File: config.mk
export PLATFORM = sky130hd
export DESIGN_NAME = act_lut_scheduler
export DESIGN_NICKNAME = d
export VERILOG_FILES = /design/src/rtl/act_pkg.sv /design/src/rtl/act_interp_pipe.sv /design/src/rtl/act_lut_scheduler.sv
export SDC_FILE = /design/constraint.sdc
export NUM_CORES = 1
export LEC_CHECK = 0
export BUFFER_PORTS_ARGS = -buffer_cell sky130_fd_sc_hd__buf_4
export CELL_PAD_IN_SITES_DETAIL_PLACEMENT = 0
export CELL_PAD_IN_SITES_GLOBAL_PLACEMENT = 1
export CORE_UTILIZATION = 53
export CTS_BUF_LIST = sky130_fd_sc_hd__clkbuf_4 sky130_fd_sc_hd__clkbuf_8
export DETAILED_ROUTE_END_ITERATION = 7
export PLACE_DENSITY_LB_ADDON = 0.1
export SLEW_MARGIN = 40
export SYNTH_ARGS = -nofsm -noshare
export SYNTH_HDL_FRONTEND = slang
export SYNTH_SLANG_ARGS = --single-unit
File: constraint.sdc
create_clock -name clk -period 10.2 [get_ports clk]
set_clock_uncertainty 0.1 [all_clocks]
set_input_delay 0.51 -clock clk [delete_from_list [all_inputs] [get_ports clk]]
set_output_delay 0.51 -clock clk [all_outputs]
set_load 0.05 [all_outputs]
File: src/rtl/act_pkg.sv
// ============================================================================
// Package  : act_pkg
// Brief    : Shared widths, FSM encoding and the LUT interpolation function.
// Revision : 1.0 - initial release
// ============================================================================
`default_nettype none

package act_pkg;

    localparam int c_DW = 8;
    localparam int c_AW = 4;
    localparam int c_FW = c_DW - c_AW;
    localparam int c_PW = c_DW + c_FW + 2;

    typedef enum logic [1:0] {
        ST_IDLE  = 2'd0,
        ST_RUN   = 2'd1,
        ST_DRAIN = 2'd2,
        ST_DONE  = 2'd3
    } state_t;

    typedef logic signed [c_DW-1:0] fix_t;

    // base + floor((next-base)*rem / 2^FW); the result lies between base and next
    function automatic fix_t interpolate(input fix_t base, input fix_t nxt,
                                         input logic [c_FW-1:0] rem);
        logic signed [c_DW:0]   diff;
        logic signed [c_PW-1:0] prod;
        logic signed [c_PW-1:0] shifted;
        logic signed [c_PW-1:0] base_x;
        logic signed [c_PW-1:0] sum;
        diff    = {nxt[c_DW-1], nxt} - {base[c_DW-1], base};
        prod    = {{(c_PW-c_DW-1){diff[c_DW]}}, diff} * {{(c_PW-c_FW){1'b0}}, rem};
        shifted = prod >>> c_FW;
        base_x  = {{(c_PW-c_DW){base[c_DW-1]}}, base};
        sum     = base_x + shifted;
        return sum[c_DW-1:0];
    endfunction

endpackage

`default_nettype wire

File: src/rtl/act_interp_pipe.sv
// ============================================================================
// Module   : act_interp_pipe
// Brief    : Table-read stage register followed by the interpolation stage.
// Revision : 1.0 - initial release
// ============================================================================
`default_nettype none

module act_interp_pipe
    import act_pkg::*;
#(
    parameter int DW = c_DW,
    parameter int AW = c_AW,
    parameter int IW = 1
) (
    input  logic                 clk,
    input  logic                 rst_n,
    input  logic                 i_valid,
    input  logic [IW-1:0]        i_idx,
    input  logic [DW-1:0]        i_z,
    input  logic [(DW<<AW)-1:0]  i_table,
    output logic                 o_valid,
    output logic [IW-1:0]        o_idx,
    output logic [DW-1:0]        o_a
);

    localparam int c_RW = DW - AW;

    logic [AW-1:0]   w_addr;
    logic [AW-1:0]   w_addr_nx;
    logic            r_s1_valid_q, w_s1_valid_d;
    logic [IW-1:0]   r_s1_idx_q,   w_s1_idx_d;
    logic [DW-1:0]   r_s1_base_q,  w_s1_base_d;
    logic [DW-1:0]   r_s1_next_q,  w_s1_next_d;
    logic [c_RW-1:0] r_s1_rem_q,   w_s1_rem_d;

    // The top entry has no successor, so it interpolates against itself
    always_comb begin
        w_addr       = i_z[DW-1:c_RW];
        w_addr_nx    = (w_addr == {AW{1'b1}}) ? w_addr : w_addr + 1'b1;
        w_s1_valid_d = i_valid;
        w_s1_idx_d   = i_idx;
        w_s1_base_d  = i_table[int'(w_addr)*DW +: DW];
        w_s1_next_d  = i_table[int'(w_addr_nx)*DW +: DW];
        w_s1_rem_d   = i_z[c_RW-1:0];
    end

    always_ff @(posedge clk or negedge rst_n) begin
        if (!rst_n) begin
            r_s1_valid_q <= 1'b0;
            r_s1_idx_q   <= '0;
            r_s1_base_q  <= '0;
            r_s1_next_q  <= '0;
            r_s1_rem_q   <= '0;
        end else begin
            r_s1_valid_q <= w_s1_valid_d;
            r_s1_idx_q   <= w_s1_idx_d;
            r_s1_base_q  <= w_s1_base_d;
            r_s1_next_q  <= w_s1_next_d;
            r_s1_rem_q   <= w_s1_rem_d;
        end
    end

    // Stage-2 result is registered by the owner of the result vector
    always_comb begin
        o_valid = r_s1_valid_q;
        o_idx   = r_s1_idx_q;
        o_a     = interpolate(r_s1_base_q, r_s1_next_q, r_s1_rem_q);
    end

endmodule

`default_nettype wire

File: src/rtl/act_lut_scheduler.sv
// ============================================================================
// Module   : act_lut_scheduler
// Brief    : Shares one LUT + interpolation unit across the N z's of a layer.
// Revision : 1.0 - initial release
// ============================================================================
`default_nettype none

module act_lut_scheduler
    import act_pkg::*;
#(
    parameter int N  = 2,
    parameter int DW = c_DW,
    parameter int AW = c_AW
) (
    input  logic            clk,
    input  logic            rst_n,
    input  logic            in_valid,
    output logic            in_ready,
    input  logic [N*DW-1:0] in_z,
    output logic            out_valid,
    input  logic            out_ready,
    output logic [N*DW-1:0] out_a,
    input  logic            cfg_we,
    input  logic [AW-1:0]   cfg_addr,
    input  logic [DW-1:0]   cfg_data,
    output logic            busy
);

    localparam int              c_IW   = (N > 1) ? $clog2(N) : 1;
    localparam int              c_ZW   = N * DW;
    localparam int              c_TW   = DW << AW;
    localparam logic [c_IW-1:0] c_LAST = c_IW'(N - 1);

    state_t          r_state_q, w_state_d;
    logic [c_IW-1:0] r_idx_q,   w_idx_d;
    logic [c_ZW-1:0] r_z_q,     w_z_d;
    logic [c_ZW-1:0] r_out_a_q, w_out_a_d;
    logic [c_TW-1:0] r_tbl_q,   w_tbl_d;
    logic            w_idle;
    logic            w_issue;
    logic            w_p_valid;
    logic [c_IW-1:0] w_p_idx;
    logic [DW-1:0]   w_p_a;

    always_ff @(posedge clk or negedge rst_n) begin
        if (!rst_n) begin
            r_state_q <= ST_IDLE;
        end else begin
            r_state_q <= w_state_d;
        end
    end

    always_comb begin
        w_state_d = r_state_q;
        case (r_state_q)
            ST_IDLE:  if (in_valid)            w_state_d = ST_RUN;
            ST_RUN:   if (r_idx_q == c_LAST)   w_state_d = ST_DRAIN;
            ST_DRAIN:                          w_state_d = ST_DONE;
            ST_DONE:  if (out_ready)           w_state_d = ST_IDLE;
            default:                           w_state_d = ST_IDLE;
        endcase
    end

    always_comb begin
        w_idle    = (r_state_q == ST_IDLE);
        w_issue   = (r_state_q == ST_RUN);
        in_ready  = w_idle;
        busy      = !w_idle;
        out_valid = (r_state_q == ST_DONE);
    end

    // Table writes land only in IDLE, so a vector accepted in the same cycle
    // already reads the new entry once RUN begins.
    always_comb begin
        w_idx_d   = r_idx_q;
        w_z_d     = r_z_q;
        w_tbl_d   = r_tbl_q;
        w_out_a_d = r_out_a_q;
        if (w_idle) begin
            w_idx_d = '0;
            if (in_valid) w_z_d = in_z;
            if (cfg_we)   w_tbl_d[int'(cfg_addr)*DW +: DW] = cfg_data;
        end
        if (w_issue)   w_idx_d = r_idx_q + 1'b1;
        if (w_p_valid) w_out_a_d[int'(w_p_idx)*DW +: DW] = w_p_a;
    end

    always_ff @(posedge clk or negedge rst_n) begin
        if (!rst_n) begin
            r_idx_q   <= '0;
            r_z_q     <= '0;
            r_tbl_q   <= '0;
            r_out_a_q <= '0;
        end else begin
            r_idx_q   <= w_idx_d;
            r_z_q     <= w_z_d;
            r_tbl_q   <= w_tbl_d;
            r_out_a_q <= w_out_a_d;
        end
    end

    act_interp_pipe #(
        .DW (DW),
        .AW (AW),
        .IW (c_IW)
    ) u_pipe (
        .clk     (clk),
        .rst_n   (rst_n),
        .i_valid (w_issue),
        .i_idx   (r_idx_q),
        .i_z     (r_z_q[int'(r_idx_q)*DW +: DW]),
        .i_table (r_tbl_q),
        .o_valid (w_p_valid),
        .o_idx   (w_p_idx),
        .o_a     (w_p_a)
    );

    assign out_a = r_out_a_q;

endmodule

`default_nettype wire

# Word-level counts from Yosys, hierarchy flattened
# Index checks and enable logic that the tools add are counted.
totals:
  reg_bits: 185
  out_inout_bits: 19
  wordCells: 46
  in_bits: 33
classes:
  n_eq_ne: 7
  n_reduce_logical: 6
  multipliers: 1
  shift: 7
  add_sub_neg: 6
  n_mux: 9
ops:
  columns: ["cell", "count"]
  rows:
  - ["variable part select 128 x 8 -> 8 bit", 2]
  - ["bitwise mux 128 bit", 1]
  - ["variable shift 8 x 33 -> 128 bit, first input constant", 1]
  - ["variable part select 8 x 33 -> 128 bit", 1]
  - ["negator 4 -> 33 bit", 1]
  - ["negator 7 -> 33 bit", 1]
  - ["variable shift 8 x 33 -> 16 bit, first input constant", 1]
  - ["variable part select 8 x 33 -> 16 bit", 1]
  - ["bitwise mux 16 bit", 1]
  - ["variable part select 16 x 5 -> 8 bit", 1]
  - ["multiplier 9 x 5 -> 12 bit", 1]
  - ["subtractor 8 x 8 -> 9 bit", 1]
  - ["adder 8 bit", 1]
  - ["one-hot mux 2 bit (4 select lines)", 1]
  - ["2-to-1 mux 2 bit", 3]
  - ["adder 4 x 1 -> 4 bit, second input constant", 1]
  - ["equality test 2 bit, second input constant", 2]
  - ["equality test 4 bit, second input constant", 1]
  - ["2-to-1 mux 4 bit", 1]
  - ["!= test 2 bit, second input constant", 2]
  - ["AND reduction 2 bit", 2]
  - ["AND reduction 3 bit", 1]
  - ["equality test 2 x 1 -> 1 bit, second input constant", 1]
  - ["zero test 2 bit", 1]
  - ["other kinds (5)", 6]

# Logic depth before layout (Yosys ltp)
depth:
  ltp_word: 5
  depth_mapped: 26
  ltp_nobuf: 26

# Cells and area by module
# From an unflattened synthesis, not the netlist that was laid out.
hier_totals:
  cells_unflattened: 1007
  area_unflattened_um2: 11452.2
modules_own_cells:
  columns: ["mod", "area_each_um2", "cells_each", "seq_area_each_um2", "instances"]
  rows:
  - ["act_lut_scheduler", 6807.8, 495, 4078.9, 1]
  - ["act_interp_pipe", 4644.5, 512, 550.5, 1]

# Worst setup path before layout
# Ideal clock, no wire load.
synth_timing:
  kind: "reg2reg"
  startpoint: "reg u_pipe.r_s1_next_q[0]"
  endpoint: "reg r_out_a_q[7] (netlist: out_a[7])"
  setup_time_ns: 0.076
  arrival_time_ns: 5.225
  path_slack_ns: 4.798
  path_buffers: 0
  t_required_ns: 10.024
  period_less_slack_ns: 5.402
  stages_incl_launch_ff: 27
  path_cell_list: "dfrtp_1 > inv_1 > ha_1 > inv_1 > fa_1 > nand2_1 > nand2_1 > a211oi_1 > nor2_1 > and2_1 > ha_1 > fa_1 > inv_1 > fa_1 > inv_1 > ha_1 > a21oi_1 > nand2_1 > a31oi_1 > xnor2_1 > ha_1 > nand3_1 > nand4b_1 > a21o_1 > a21oi_1 > xnor3_1 > o21ai_1"
synth_between:
  elab_chain_cells: 5
synth_lines:
  columns: ["item", "line", "source"]
  rows:
  - ["from (decl)", "act_interp_pipe.sv:33", "logic [DW-1:0] r_s1_next_q, w_s1_next_d;"]
  - ["from (signal assigned)", "act_interp_pipe.sv:58", "r_s1_next_q <= w_s1_next_d;"]
  - ["subtractor 8 x 8 -> 9 bit", "act_pkg.sv:32", "diff = {nxt[c_DW-1], nxt} - {base[c_DW-1], base};"]
  - ["multiplier 9 x 5 -> 12 bit", "act_pkg.sv:33", "prod = {{(c_PW-c_DW-1){diff[c_DW]}}, diff} * {{(c_PW-c_FW){1'b0}}, rem};"]
  - ["adder 8 bit", "act_pkg.sv:36", "sum = base_x + shifted;"]
  - ["variable part select 8 x 33 -> 16 bit", "act_lut_scheduler.sv:85", "if (w_p_valid) w_out_a_d[int'(w_p_idx)*DW +: DW] = w_p_a;"]
  - ["bitwise mux 16 bit", "act_lut_scheduler.sv:85", null]
  - ["to (signal assigned)", "act_lut_scheduler.sv:98", "r_out_a_q <= w_out_a_d;"]
  - ["to (decl)", "act_lut_scheduler.sv:37", "logic [c_ZW-1:0] r_out_a_q, w_out_a_d;"]
# Every way passes these cells.
# A chain may end at the register's enable or synchronous reset.

# Final worst setup path
layout_timing:
  startpoint: "reg u_pipe.r_s1_next_q[0]"
  endpoint: "reg r_out_a_q[15] (netlist: out_a[15])"
# Same word-level chain as after synthesis.

==> reports/metrics.yaml <==
routing:
  viasPerCell: 5.81
  drc: 0
  drt_first_pass_iters: 5
  vias: 9016
  ant_nets: 0
  wl_per_cell_um: 19.8
  drtIter0Drc: 650
  finalWirelength_um: 30800
synthesis:
  synth.distinct_cells: 51
  synthArstFlopShare_pct: 100
  netlist_area_um2: 11100
  synth_edf_count: 0
  yosys_warnings: 0
  synth_ff_type: "dfrtp_1"
  ys_seq_elements: 185
  avgSynthCellArea_um2: 8.87
  seq_area_frac_synth_pct: 41.6
  synth_cells: 1253
  syn_nets: 1344
finish:
  final_util_pct: 59.3
  fin_nets: 1359
  num-fill-cells: 1973
  area_growth_pct: 8.91
  drive_above_1_share_pct: 12.1
  final_cells: 1551
global_route:
  grt_max_degree: 75
  grtUsageTotal_pct: 29.9
  grt_use_met1_pct: 38.4
  grt_first_pass_wirelength_um: 48800
  grt_overflow: 0
  gr-usage-met2_pct: 51.5
  grt_pass1_vias: 8904
  grt.busiest_layer: "met2"
  antenna_found_initial: 1
  use_met3_pct: 4.41
critical_path:
  worstSetupEndpointType: "flip-flop"
  critPathSlowestCell: "fa_1"
  regToRegStartpoint: "u_pipe.r_s1_next_q[0]"
  critPathKind: "reg2reg"
  startpoint: "u_pipe.r_s1_next_q[0]"
  cp_num_buf_inv: 4
  path_depth: 26
  startpoint_type: "flip-flop"
  cp.required_ps: 10500
  cp.arrival_ps: 6060
  reg2reg_depth: 26
  cpPeakStageDelay_ps: 550
  regToRegSetupSlack_ps: 4440
  r2r_end: "out_a[15]"
  timing.critical_path.max_delay_family: "adder cells"
  crit_fanout: 5
  crit_path_end: "out_a[15]"
placed_design:
  hpwl_um: 21100
  routabilityCongestion: 0.839
  dp_cells: 1518
  io_buffer_count: 51
cts:
  clkTransAtPathRegs_ps: 100
  cts_tree: "done"
  h-tree-depth: 4
  clk_latency_ps: 480
  cts_sinks: 185
  cts_buffers: 17
  cts.path.max_buffers: 2
  root_buffer: "clkbuf_8"
  post_cts_buffers: 0
outcome:
  status: "completed"
hold_path:
  min_delay_path_depth: 2
  hold_path_class: "in2reg"
floorplanning:
  core_um2: 20400
  initial_core_util_pct: 54.4
  die_h_um: 147
  die-area_um2: 21600
  io_pins: 52
  rows: 52
  die_w_um: 147
timing:
  hold_violations: 0
  maxSlewHeadroom_pct: 41.5
  worst_pin_slew_ps: 878
  finalSetupViolCount: 0
  rsz0062_at_grt: "no"
  hold_slack_ps: 159
  drv_slew: 0
  final.setup.tns_ps: 0
  post-route-period-util_pct: 56.5
  max_freq_mhz: 174
  period_needed_ps: 5760
flow_run:
  max-cap-violations: 0
[how the worst min path moves through the flow]
stage,from,endpoint
6_report,in_z[5],r_z_q[5]
5_1_grt,in_z[4],r_z_q[4]
4_1_cts,in_z[12],r_z_q[12]
3_5_place_dp,out_a[14],out_a[14]
3_3_place_gp,out_a[13],out_a[13]
2_1_floorplan,rst_n,out_a[0]
[cells in the mapped netlist, drive strengths merged (2+ instances only)]
cell | number | share of area [%]
nand4b | 3 | 0.24
or2 | 2 | 0.11
a21o | 6 | 0.41
xor2 | 8 | 0.63
fa | 17 | 3.1
xnor2 | 18 | 1.4
mux2i | 36 | 3.2
inv | 56 | 1.9
nor2 | 21 | 0.78
o211ai | 34 | 2.3
a21oi | 17 | 0.80
o21a | 2 | 0.14
and3 | 25 | 1.4
nand3 | 18 | 0.81
and2 | 23 | 1.3
a31oi | 18 | 1.0
buf | 32 | 1.7
clkbuf | 34 | 1.1
nand4 | 9 | 0.51
a211oi | 9 | 0.61
dfrtp | 185 | 42
nand2b | 2 | 0.11
nand3b | 3 | 0.20
nor2b | 10 | 0.56
o31ai | 32 | 2.2
o21ai | 114 | 5.2
nor3 | 7 | 0.45
nor4 | 3 | 0.23
a311oi | 16 | 1.3
mux2 | 64 | 6.5
ha | 41 | 4.6
nand2 | 379 | 13
[layer usage]
layer / routed length (µm) / share of wire [%] / up-vias
li1: - / - / 4342
met1: 13300 / 43 / 4422
met4: 846 / 2.7 / 0
met2: 15300 / 50 / 208
met3: 1280 / 4.2 / 44
met5: 0 / 0 / -
[what timing repair did]
item / 4_1_cts / 5_1_grt
gates resized for setup: 0 / 0
hold buffers: 1 / 0
endpoints found under the hold margin: 67 / 0
[sequential cells by signal, indices dropped and copies added (netlist names)]
register / flops
u_pipe.r_s1_rem_q: 4
u_pipe.o_idx: 1
u_pipe.r_s1_base_q: 8
out_a: 16
r_z_q: 16
u_pipe.r_s1_next_q: 8
r_state_q: 2
r_tbl_q: 128
r_idx_q: 1
u_pipe.o_valid: 1
[through the flow]
stage | cell area (µm²) | setup slack, ps
4_1_cts | 12100 | 4400
3_3_place_gp | 11600 | 4560
3_5_place_dp | 11700 | 4400
2_1_floorplan | 11100 | 4800
5_1_grt | 12100 | 3990
6_report | 12100 | 4440
[logic make-up (layout without fill, tap and decap cells)]
kind of cell / Yosys count / in the layout / synth area share (%)
simple gates: 508 / 508 / 19.7
compound gates: 253 / 253 / 14.3
flops: 185 / 185 / 41.6
buf+inv: 122 / 149 / 4.72
mux: 100 / 100 / 9.72
fa+ha+maj: 58 / 58 / 7.68
xor+xnor: 27 / 27 / 2.25
other cells: 0 / 1 / 0
[area by class of cell]
class / count / area (µm²) / share of cell area, %
Timing Repair Buffer: 62 / 485 / 4.01
Multi-Input combinational cell: 946 / 6030 / 49.8
Antenna cell: 1 / 2.50 / 0.0207
Clock buffer: 19 / 249 / 2.06
Sequential cell: 185 / 4630 / 38.2
Tap cell: 270 / 338 / 2.79
Inverter: 56 / 210 / 1.74
Clock inverter: 12 / 166 / 1.37
[placed cells by master, fill, tap and decap left out, drive strengths merged, types with 10 or more instances in the layout]
cell type	synthesis	layout
mux2i	36	36
a31oi	18	18
a21oi	17	17
o31ai	32	32
mux2	64	64
nand2	379	379
inv	56	59
clkbuf	34	20
xnor2	18	18
a311oi	16	16
nor2	21	21
and3	25	25
buf	32	60
ha	41	41
and2	23	23
nor2b	10	10
o21ai	114	114
fa	17	17
dfrtp	185	185
nand3	18	18
o211ai	34	34
Power is not shown: default switching activity piles up to over one toggle a cycle in this logic, so the estimate is an artifact.
